<file path="src/rtl/mem_bus_arbiter.sv">
// mem_bus_arbiter: two-master, seven-slave memory bus arbiter.
// Decodes MADDR[31:SEL_LSB] to a slave and runs one transaction at a time.
// Masters are picked round-robin. MDATAR and the returned ready/error
// pulse go back to the master that was granted.
module mem_bus_arbiter #(
    parameter int          SEL_LSB  = 28,
    parameter int          RD_LAT   = 1,
    parameter logic [31:0] ERR_DATA = 32'hDEAD_BEEF
) (
    input  logic        CLK,
    input  logic        RSTN,
    input  logic        MEN1,
    input  logic        MWEN1,
    input  logic [31:0] MADDR1,
    input  logic [31:0] MDATAW1,
    output logic [31:0] MDATAR1,
    output logic        MRDY1,
    output logic        MERR1,
    input  logic        MEN3,
    input  logic        MWEN3,
    input  logic [31:0] MADDR3,
    input  logic [31:0] MDATAW3,
    output logic [31:0] MDATAR3,
    output logic        MRDY3,
    output logic        MERR3,
    output logic [31:0] SADDR1,  output logic [31:0] SDATAW1,  output logic SWEN1,  input logic [31:0] SDATAR1,
    output logic [31:0] SADDR3,  output logic [31:0] SDATAW3,  output logic SWEN3,  input logic [31:0] SDATAR3,
    output logic [31:0] SADDR5,  output logic [31:0] SDATAW5,  output logic SWEN5,  input logic [31:0] SDATAR5,
    output logic [31:0] SADDR7,  output logic [31:0] SDATAW7,  output logic SWEN7,  input logic [31:0] SDATAR7,
    output logic [31:0] SADDR9,  output logic [31:0] SDATAW9,  output logic SWEN9,  input logic [31:0] SDATAR9,
    output logic [31:0] SADDR11, output logic [31:0] SDATAW11, output logic SWEN11, input logic [31:0] SDATAR11,
    output logic [31:0] SADDR13, output logic [31:0] SDATAW13, output logic SWEN13, input logic [31:0] SDATAR13
);

    // Slave-side address keeps only the offset below the select field
    localparam logic [31:0] LOW_MASK = (32'h1 << SEL_LSB) - 32'h1;

    typedef enum logic [2:0] {IDLE, ISSUE, WAIT, RESP, ERR} state_t;

    state_t      r_state, w_next;
    logic        r_last;          // 0: M1 granted last, 1: M3 granted last
    logic        r_mid;           // granted master: 0 = M1, 1 = M3
    logic        r_we;
    logic [2:0]  r_slv;
    logic [2:0]  r_cnt;
    logic [31:0] r_saddr  [7];
    logic [31:0] r_sdataw [7];
    logic [31:0] r_mdatar [2];

    logic        w_any, w_gnt3, w_we, w_valid;
    logic [31:0] w_addr, w_wdata, w_sel;
    logic [2:0]  w_slv;
    logic [1:0]  w_mrdy, w_merr;
    logic [6:0]  w_swen;
    logic [31:0] w_sdatar [7];

    assign w_sdatar[0] = SDATAR1;
    assign w_sdatar[1] = SDATAR3;
    assign w_sdatar[2] = SDATAR5;
    assign w_sdatar[3] = SDATAR7;
    assign w_sdatar[4] = SDATAR9;
    assign w_sdatar[5] = SDATAR11;
    assign w_sdatar[6] = SDATAR13;

    // Round-robin pick and address decode of the master that would win now
    always_comb begin
        w_any   = MEN1 | MEN3;
        w_gnt3  = MEN3 & (~MEN1 | ~r_last);
        w_we    = w_gnt3 ? MWEN3   : MWEN1;
        w_addr  = w_gnt3 ? MADDR3  : MADDR1;
        w_wdata = w_gnt3 ? MDATAW3 : MDATAW1;
        w_sel   = w_addr >> SEL_LSB;
        w_valid = (w_sel < 32'd7);
        w_slv   = w_sel[2:0];
    end

    // State register
    always_ff @(posedge CLK or negedge RSTN) begin
        if (!RSTN) r_state <= IDLE;
        else       r_state <= w_next;
    end

    // Next state and Moore outputs (ready/error pulses, write strobes)
    always_comb begin
        w_next = r_state;
        w_mrdy = 2'b00;
        w_merr = 2'b00;
        w_swen = 7'b0;
        case (r_state)
            IDLE:  if (w_any) w_next = w_valid ? ISSUE : ERR;
            ISSUE: begin
                if (r_we) w_swen = 7'b1 << r_slv;
                w_next = r_we ? RESP : WAIT;
            end
            WAIT:  if (r_cnt == 3'd1) w_next = RESP;
            RESP:  begin
                w_mrdy[r_mid] = 1'b1;
                w_next        = IDLE;
            end
            ERR:   begin
                w_mrdy[r_mid] = 1'b1;
                w_merr[r_mid] = 1'b1;
                w_next        = IDLE;
            end
            default: w_next = IDLE;
        endcase
    end

    // Grant latching, slave bus registers, latency counter and read return
    always_ff @(posedge CLK or negedge RSTN) begin
        if (!RSTN) begin
            r_last <= 1'b1;
            r_mid  <= 1'b0;
            r_we   <= 1'b0;
            r_slv  <= 3'd0;
            r_cnt  <= 3'd0;
            for (int k = 0; k < 7; k++) begin
                r_saddr[k]  <= 32'h0;
                r_sdataw[k] <= 32'h0;
            end
            r_mdatar[0] <= 32'h0;
            r_mdatar[1] <= 32'h0;
        end else begin
            case (r_state)
                IDLE: if (w_any) begin
                    r_mid  <= w_gnt3;
                    r_last <= w_gnt3;
                    r_we   <= w_we;
                    r_slv  <= w_slv;
                    if (w_valid) begin
                        // Slave bus is loaded at grant so it is visible in ISSUE
                        r_saddr[w_slv]  <= w_addr & LOW_MASK;
                        r_sdataw[w_slv] <= w_wdata;
                    end else if (!w_we) begin
                        r_mdatar[w_gnt3] <= ERR_DATA;
                    end
                end
                ISSUE: r_cnt <= 3'(RD_LAT);
                WAIT: begin
                    r_cnt <= r_cnt - 3'd1;
                    if (r_cnt == 3'd1) r_mdatar[r_mid] <= w_sdatar[r_slv];
                end
                default: ;
            endcase
        end
    end

    assign MDATAR1 = r_mdatar[0];
    assign MDATAR3 = r_mdatar[1];
    assign MRDY1   = w_mrdy[0];
    assign MRDY3   = w_mrdy[1];
    assign MERR1   = w_merr[0];
    assign MERR3   = w_merr[1];

    assign SADDR1  = r_saddr[0];  assign SDATAW1  = r_sdataw[0];  assign SWEN1  = w_swen[0];
    assign SADDR3  = r_saddr[1];  assign SDATAW3  = r_sdataw[1];  assign SWEN3  = w_swen[1];
    assign SADDR5  = r_saddr[2];  assign SDATAW5  = r_sdataw[2];  assign SWEN5  = w_swen[2];
    assign SADDR7  = r_saddr[3];  assign SDATAW7  = r_sdataw[3];  assign SWEN7  = w_swen[3];
    assign SADDR9  = r_saddr[4];  assign SDATAW9  = r_sdataw[4];  assign SWEN9  = w_swen[4];
    assign SADDR11 = r_saddr[5];  assign SDATAW11 = r_sdataw[5];  assign SWEN11 = w_swen[5];
    assign SADDR13 = r_saddr[6];  assign SDATAW13 = r_sdataw[6];  assign SWEN13 = w_swen[6];

endmodule

</file>
<file path="config.mk">
export PLATFORM = sky130hd
export DESIGN_NAME = mem_bus_arbiter
export DESIGN_NICKNAME = d
export VERILOG_FILES = /design/src/rtl/mem_bus_arbiter.sv
export SDC_FILE = /design/constraint.sdc
export NUM_CORES = 1
export LEC_CHECK = 0
export CORE_AREA = 4 4 340 342
export CTS_BUF_LIST = sky130_fd_sc_hd__clkbuf_4
export CTS_CLUSTER_SIZE = 25
export DETAILED_ROUTE_END_ITERATION = 8
export DIE_AREA = 0 0 344 346
export PLACE_DENSITY_LB_ADDON = 0.25
export RECOVER_POWER = 100
export SYNTH_ARGS = -nofsm -noshare
export SYNTH_HDL_FRONTEND = slang
export SYNTH_SLANG_ARGS = --single-unit
</file>
<file path="constraint.sdc">
create_clock -name CLK -period 4.98 [get_ports CLK]
set_input_delay 1.245 -clock CLK [delete_from_list [all_inputs] [get_ports CLK]]
set_output_delay 1.245 -clock CLK [all_outputs]
set_load 0.02 [all_outputs]
</file>
==> results of run 1 <==
logic make-up after synthesis:
group,count (synthesis)
mux,524
xor+xnor,1
simple gates,253
flops,496
compound gates,212
other cells,1
buf+inv,215
fa+ha+maj,2
sequential cells by signal, indices dropped and copies added (netlist names), 32 cells and up:
register and count:
SDATAW7 32, SDATAW1 32, SDATAW9 32, SDATAW5 32, MDATAR3 32, SDATAW13 32, SDATAW11 32, SDATAW3 32
MDATAR1 32
cells in the mapped netlist, types with 3 or more instances:
library cell  count
nand3b_1          4
nor3_1            4
dfrtp_1         495
o2bb2ai_1        16
mux2i_1         101
nand2_1         196
a31oi_1           3
inv_1            83
a21oi_4           7
a21oi_1          99
o21ai_0          11
buf_6            43
mux2_2          380
nand3_1          12
nor2_1           14
o221ai_1         31
nor2b_1          10
a22oi_1          33
buf_1             5
buf_4            30
nand2b_1          3
mux2_1           41
clkbuf_1         25
buf_2            29
stage by stage:
step	hold slack [ns]	setup slack, ns	util, %
final	0.480	0.317	30.1
after global routing	0.489	0.146	30.1
after CTS	0.102	0.0619	30.2
after detailed placement	0.475	0.930	28.6
after global placement	0.467	0.953	28.6
after floorplan	0.450	2.10	-
routing by layer:
metal	vias up	global-route usage, %	share of wire, %
met1	8881	18.4	37
met4	14	5.46	2.6
met3	179	6.95	9.8
met2	739	29.2	50
met5	-	0	0.094
li1	7938	-	-
how the worst min path moves through the flow:
| stage | to | slack [ns] | depth (start not counted) |
|---|---|---|---|
| detailed placement | SDATAW7[9] | 0.47 | 1 |
| CTS | SADDR7[18] | 0.10 | 1 |
| finish | SADDR7[9] | 0.48 | 1 |
| global placement | SDATAW11[1] | 0.47 | 1 |
| floorplan | r_we | 0.45 | 2 |
| global route | SDATAW1[1] | 0.49 | 1 |
where the power goes:
| group | switching, mW | internal, mW |
|---|---|---|
| Sequential | 1.07 | 5.96 |
| Clock | 1.93 | 2.08 |
| Combinational | 6.07 | 4.63 |
worst max-delay path, delay by kind of cell:
| family | cells | cell delay (ns) |
|---|---|---|
| buffers and inverters | 2 | 1.27 |
| multiplexers | 1 | 0.52 |
| AO/OA/AOI/OAI | 2 | 2.40 |
timing repair:
action                                  4_1_cts  5_1_grt
buffers inserted                              0        0
endpoints found under the setup margin        0        3
resized for setup                             0        1
cell type report:
class | count | area, um2
diodes | 27 | 67.6
repair buffers | 894 | 8830
fillers | 11700 | 78500
inverters | 83 | 312
flip-flops and latches | 496 | 12400
clock inverters | 43 | 302
multi-input cells | 1020 | 8450
clock buffers | 207 | 1550
well taps | 1500 | 1880
==> impl_metrics.json, run 1 <==
{
  "final_cell_mix": "dlygate4sd3_1 (496), dfrtp_1 (492), mux2_2 (380), clkdlybuf4s50_1 (355), clkbuf_4 (209)",
  "yosys.area.top_type": "dfrtp_1",
  "crit_chain": "dlygate4sd3_1 -> o21ai_0 -> a21oi_4 -> clkbuf_2 -> mux2_1",
  "max_stage_delay_ns": 2.54,
  "die_width_um": 344,
  "rr_worst_depth": 5,
  "track_usage_pct": 16.7,
  "synth_fa_ha_area_share_pct": 0.114,
  "finalSetupTns_ns": 0,
  "fin_crit_sh_pct": 93.6,
  "finClkSkew_ns": 0.0648,
  "yosysSeqAreaShare_pct": 56.3,
  "rows": 123,
  "synth_top_family_by_area": "multiplexers",
  "pin_count": 881,
  "cts_tree": "yes",
  "hold_buffers": 0,
  "syn_area_um2": 22000,
  "power_mw": 21.8,
  "setup.worst_path.class": "input pin to flip-flop",
  "wirelength_mm": 103,
  "area_growth_pct": 53.4,
  "crit_path_end": "SDATAW9[1]",
  "slew_headroom_pct": -128,
  "p_per_area_nw_per_um2": 644,
  "drc": 0,
  "avgSynthCellArea_um2": 12.9,
  "max_freq_mhz": 214,
  "routed_via_density": 4.16,
  "hold_path.class": "flip-flop to flip-flop",
  "rr_endpoint": "SADDR9[17]",
  "cp_max_fo": 25,
  "regToRegStartpoint": "r_state[0]",
  "die_y_um": 346,
  "antenna_found_initial": 30,
  "finalInstanceArea_um2": 33800,
  "synth_compound_area_share_pct": 6.62,
  "hold_viol": 0,
  "port_buffers": 852,
  "netlist_top_cells_area": "dfrtp_1 (56%), mux2_2 (19%), mux2i_1 (4.6%)",
  "synth_edf_count": 0,
  "path_clk_slew_ns": 0.06,
  "drv_cap": 9,
  "clock_sinks": 496,
  "status": "finished, violations left",
  "synth_simple_gate_area_share_pct": 4.80,
  "synth_cell_types": 47,
  "cts-root-buf": "clkbuf_4",
  "yosys_warnings": 0,
  "tightest_slew_ns": 3.39,
  "instances_no_fill": 4270,
  "rsz0062_at_grt": "false",
  "dp.cells": 3993,
  "grt_max_degree": 103,
  "crit_path_top_delay_cell": "o21ai_0",
  "hpwl_mm": 76.6,
  "antenna_left": 0,
  "synthMuxAreaShare_pct": 26.3,
  "cts_buffers": 147,
  "ys_ff_latch": 496,
  "htreeDepth": 4,
  "place_area_um2": 32100,
  "drive_gt1_share_pct": 23.9,
  "rrSetupSlack_ns": 0.71,
  "wl_per_cell_um": 24.1,
  "min-delay-start": "SADDR7[9]",
  "violations": "capacitance limit, slew limit",
  "grt_pass1_vias": 18700,
  "cp-end-kind": "flip-flop",
  "postSynth.asyncResetShare_pct": 100,
  "syn_inst": 1704,
  "place_congestion": 0.841,
  "clk_latency_ns": 1.04,
  "core_um2": 112000,
  "setup_violations": 0,
  "die_area_um2": 119000,
  "start_kind": "input pin",
  "synth_flop_cell": "dfrtp_1",
  "drtIter0Drc": 695,
  "start_util_pct": 19.6,
  "synth-xor-area-share_pct": 0.0397,
  "layout_commonest_cell": "dlygate4sd3_1",
  "vias": 17800,
  "peakVddDrop_uv": 264,
  "cp.arrival_ns": 5.52,
  "required_ns": 5.84,
  "drt_pass1_iterations": 4,
  "period_needed_ns": 4.66,
  "p_leak_nw": 15.5,
  "finalNetCount": 3002,
  "grt_overflow_total": 0,
  "startpoint": "MEN1",
  "grt_first_pass_wirelength_mm": 143,
  "synth_top_area_share_pct": 56.2,
  "cts_buffer_depth": 3,
  "drv_slew": 390
}
Note: power is estimated with default switching activity, not from simulation.
==> inputs of run 2 (changes only) <==
CORE_AREA = 4 4 336 338   (was 4 4 340 342)
DIE_AREA = 0 0 340 342   (was 0 0 344 346)
clock period = 4.2 ns   (was 4.98 ns; I/O delays follow)
==> run 2 against run 1 <==
Net effect:
- the run still ends with capacitance limit, slew limit left
- sequential cell count unchanged
- clock skew rose by 0.010 ns
- non-clock buffer count rose by 15
- sequential share of layout area down 0.21 points
- largest cell class unchanged
- first-iteration DRC count increased by 17%
- combinational power is 20% higher
- largest power group unchanged
- via count fell by 0.35%
- wire length shrank 1.6%
- die area shrank 2.3%
- design area grew 0.57%
==> impl_metrics.json, run 2 (same netlist as run 1, synthesis figures left out) <==
{
  "startpoint": "MEN1",
  "antenna_found_initial": 26,
  "instances_no_fill": 4269,
  "antenna_left": 0,
  "start_kind": "input pin",
  "finalNetCount": 3022,
  "cts_tree": "yes",
  "status": "finished, violations left",
  "die_width_um": 340,
  "p_per_area_nw_per_um2": 764,
  "vias": 17700,
  "drv_cap": 3,
  "cp.arrival_ns": 5.02,
  "setup_violations": 0,
  "drt_pass1_iterations": 5,
  "pin_count": 881,
  "pwr-share-clk_pct": 18.8,
  "clk_latency_ns": 1.00,
  "core_um2": 110000,
  "cp_max_fo": 46,
  "power_mw": 26.0,
  "start_util_pct": 20.0,
  "htreeDepth": 4,
  "period_needed_ns": 4.14,
  "slew_headroom_pct": -94.9,
  "grt_max_degree": 74,
  "max_stage_delay_ns": 2.19,
  "final_cell_mix": "dfrtp_1 (492), dlygate4sd3_1 (489), mux2_2 (380), clkdlybuf4s50_1 (356), clkbuf_4 (232)",
  "setup.worst_path.class": "input pin to flip-flop",
  "p_seq_share_pct": 31.9,
  "required_ns": 5.07,
  "regToRegStartpoint": "r_state[2]",
  "routed_via_density": 4.14,
  "path_clk_slew_ns": 0.06,
  "hold_path.class": "flip-flop to flip-flop",
  "track_usage_pct": 16.9,
  "place_congestion": 0.843,
  "hold_viol": 0,
  "peakVddDrop_uv": 355,
  "layout_commonest_cell": "dfrtp_1",
  "switching_share_pct": 41.3,
  "internal_power_mw": 15.3,
  "die_area_um2": 116000,
  "hpwl_mm": 76.2,
  "violations": "capacitance limit, slew limit",
  "die_y_um": 342,
  "drtIter0Drc": 810,
  "wl_per_cell_um": 23.7,
  "grt_overflow_total": 0,
  "clock_sinks": 496,
  "cts_buffer_depth": 3,
  "p_leak_nw": 15.6,
  "dp.cells": 3995,
  "cts_buffers": 152,
  "max_freq_mhz": 241,
  "rows": 122,
  "cp-end-kind": "flip-flop",
  "drc": 0,
  "drv_slew": 130,
  "min-delay-start": "SDATAW9[31]",
  "wirelength_mm": 101,
  "fin_crit_sh_pct": 98.7,
  "drive_gt1_share_pct": 24.7,
  "finClkSkew_ns": 0.0749,
  "crit_path_top_delay_cell": "o21ai_0",
  "p_switching_mw": 10.7,
  "grt_pass1_vias": 18600,
  "port_buffers": 852,
  "crit_chain": "dlygate4sd3_1 -> o21ai_0 -> a21oi_4 -> clkbuf_4 -> mux2_1",
  "grt_first_pass_wirelength_mm": 141,
  "finalSetupTns_ns": 0,
  "cts-root-buf": "clkbuf_4",
  "rsz0062_at_grt": "false",
  "postCtsSetupBuffers": 0,
  "combPwrFrac_pct": 49.3,
  "area_growth_pct": 54.2,
  "tightest_slew_ns": 2.89
}
run 2: final cells by class:
cell class                 instances  area [um2]
sequential                       496       12400
inverter                          83         312
multi-input combinational       1020        8510
tap                             1488        1860
clock inverter                    32         262
fill                           11400       76100
antenna                           17        42.5
clock buffer                     224        1680
timing repair buffer             909        8910
run 2: final timing paths:
| check | to | slack [ns] | depth (start not counted) |
|---|---|---|---|
| max | SDATAW1[1] | 0.06 | 5 |
| min | SDATAW9[31] | 0.48 | 1 |
| max reg2reg | SADDR5[22] | 0.24 | 5 |
| min reg2reg | SDATAW9[31] | 0.48 | 1 |
| max in group asynchronous | SADDR3[14] | 0.68 | 3 |
| min in group asynchronous | SADDR3[24] | 1.31 | 2 |
run 2: critical path: cells and delay by family:
| kind | cells | cell delay (ns) |
|---|---|---|
| multiplexers | 1 | 0.50 |
| buffers and inverters | 2 | 1.22 |
| AO/OA/AOI/OAI | 2 | 2.10 |
run 2: stage by stage:
| step | area [um2] | worst slack [ns] | utilization [%] | hold slack [ns] |
|---|---|---|---|---|
| 6_report | 34000 | 0.0551 | 30.9 | 0.477 |
| 3_3_place_gp | 32200 | 0.477 | 29.3 | 0.468 |
| 4_1_cts | 34200 | 0.00124 | 31.1 | 0.489 |
| 3_5_place_dp | 32200 | 0.470 | 29.3 | 0.475 |
| 2_1_floorplan | 22100 | 1.51 | - | 0.450 |
| 5_1_grt | 34000 | 0.0124 | 30.9 | 0.497 |
run 2: repair_timing:
action / CTS / global route
gates cloned: 0 / 0
setup endpoints to repair: 7 / 2
gates resized for setup: 9 / 2
hold buffers: 1 / 0
endpoints found under the hold margin: 44 / 0
run 2: power groups by stage:
stage,sequential (mW),combinational [mW],clock [mW]
2_1_floorplan,11.0,3.82,0
3_3_place_gp,8.40,13.9,0
3_5_place_dp,8.45,13.8,0
4_1_cts,8.42,13.9,5.13
5_1_grt,8.60,13.6,5.39
6_report,8.29,12.8,4.88
run 2: routing by layer:
layer  wire length, um  track usage, %
met3              8960            6.51
met2             50800            28.9
met5                13               0
met4              2470            6.16
met1             38900            19.0
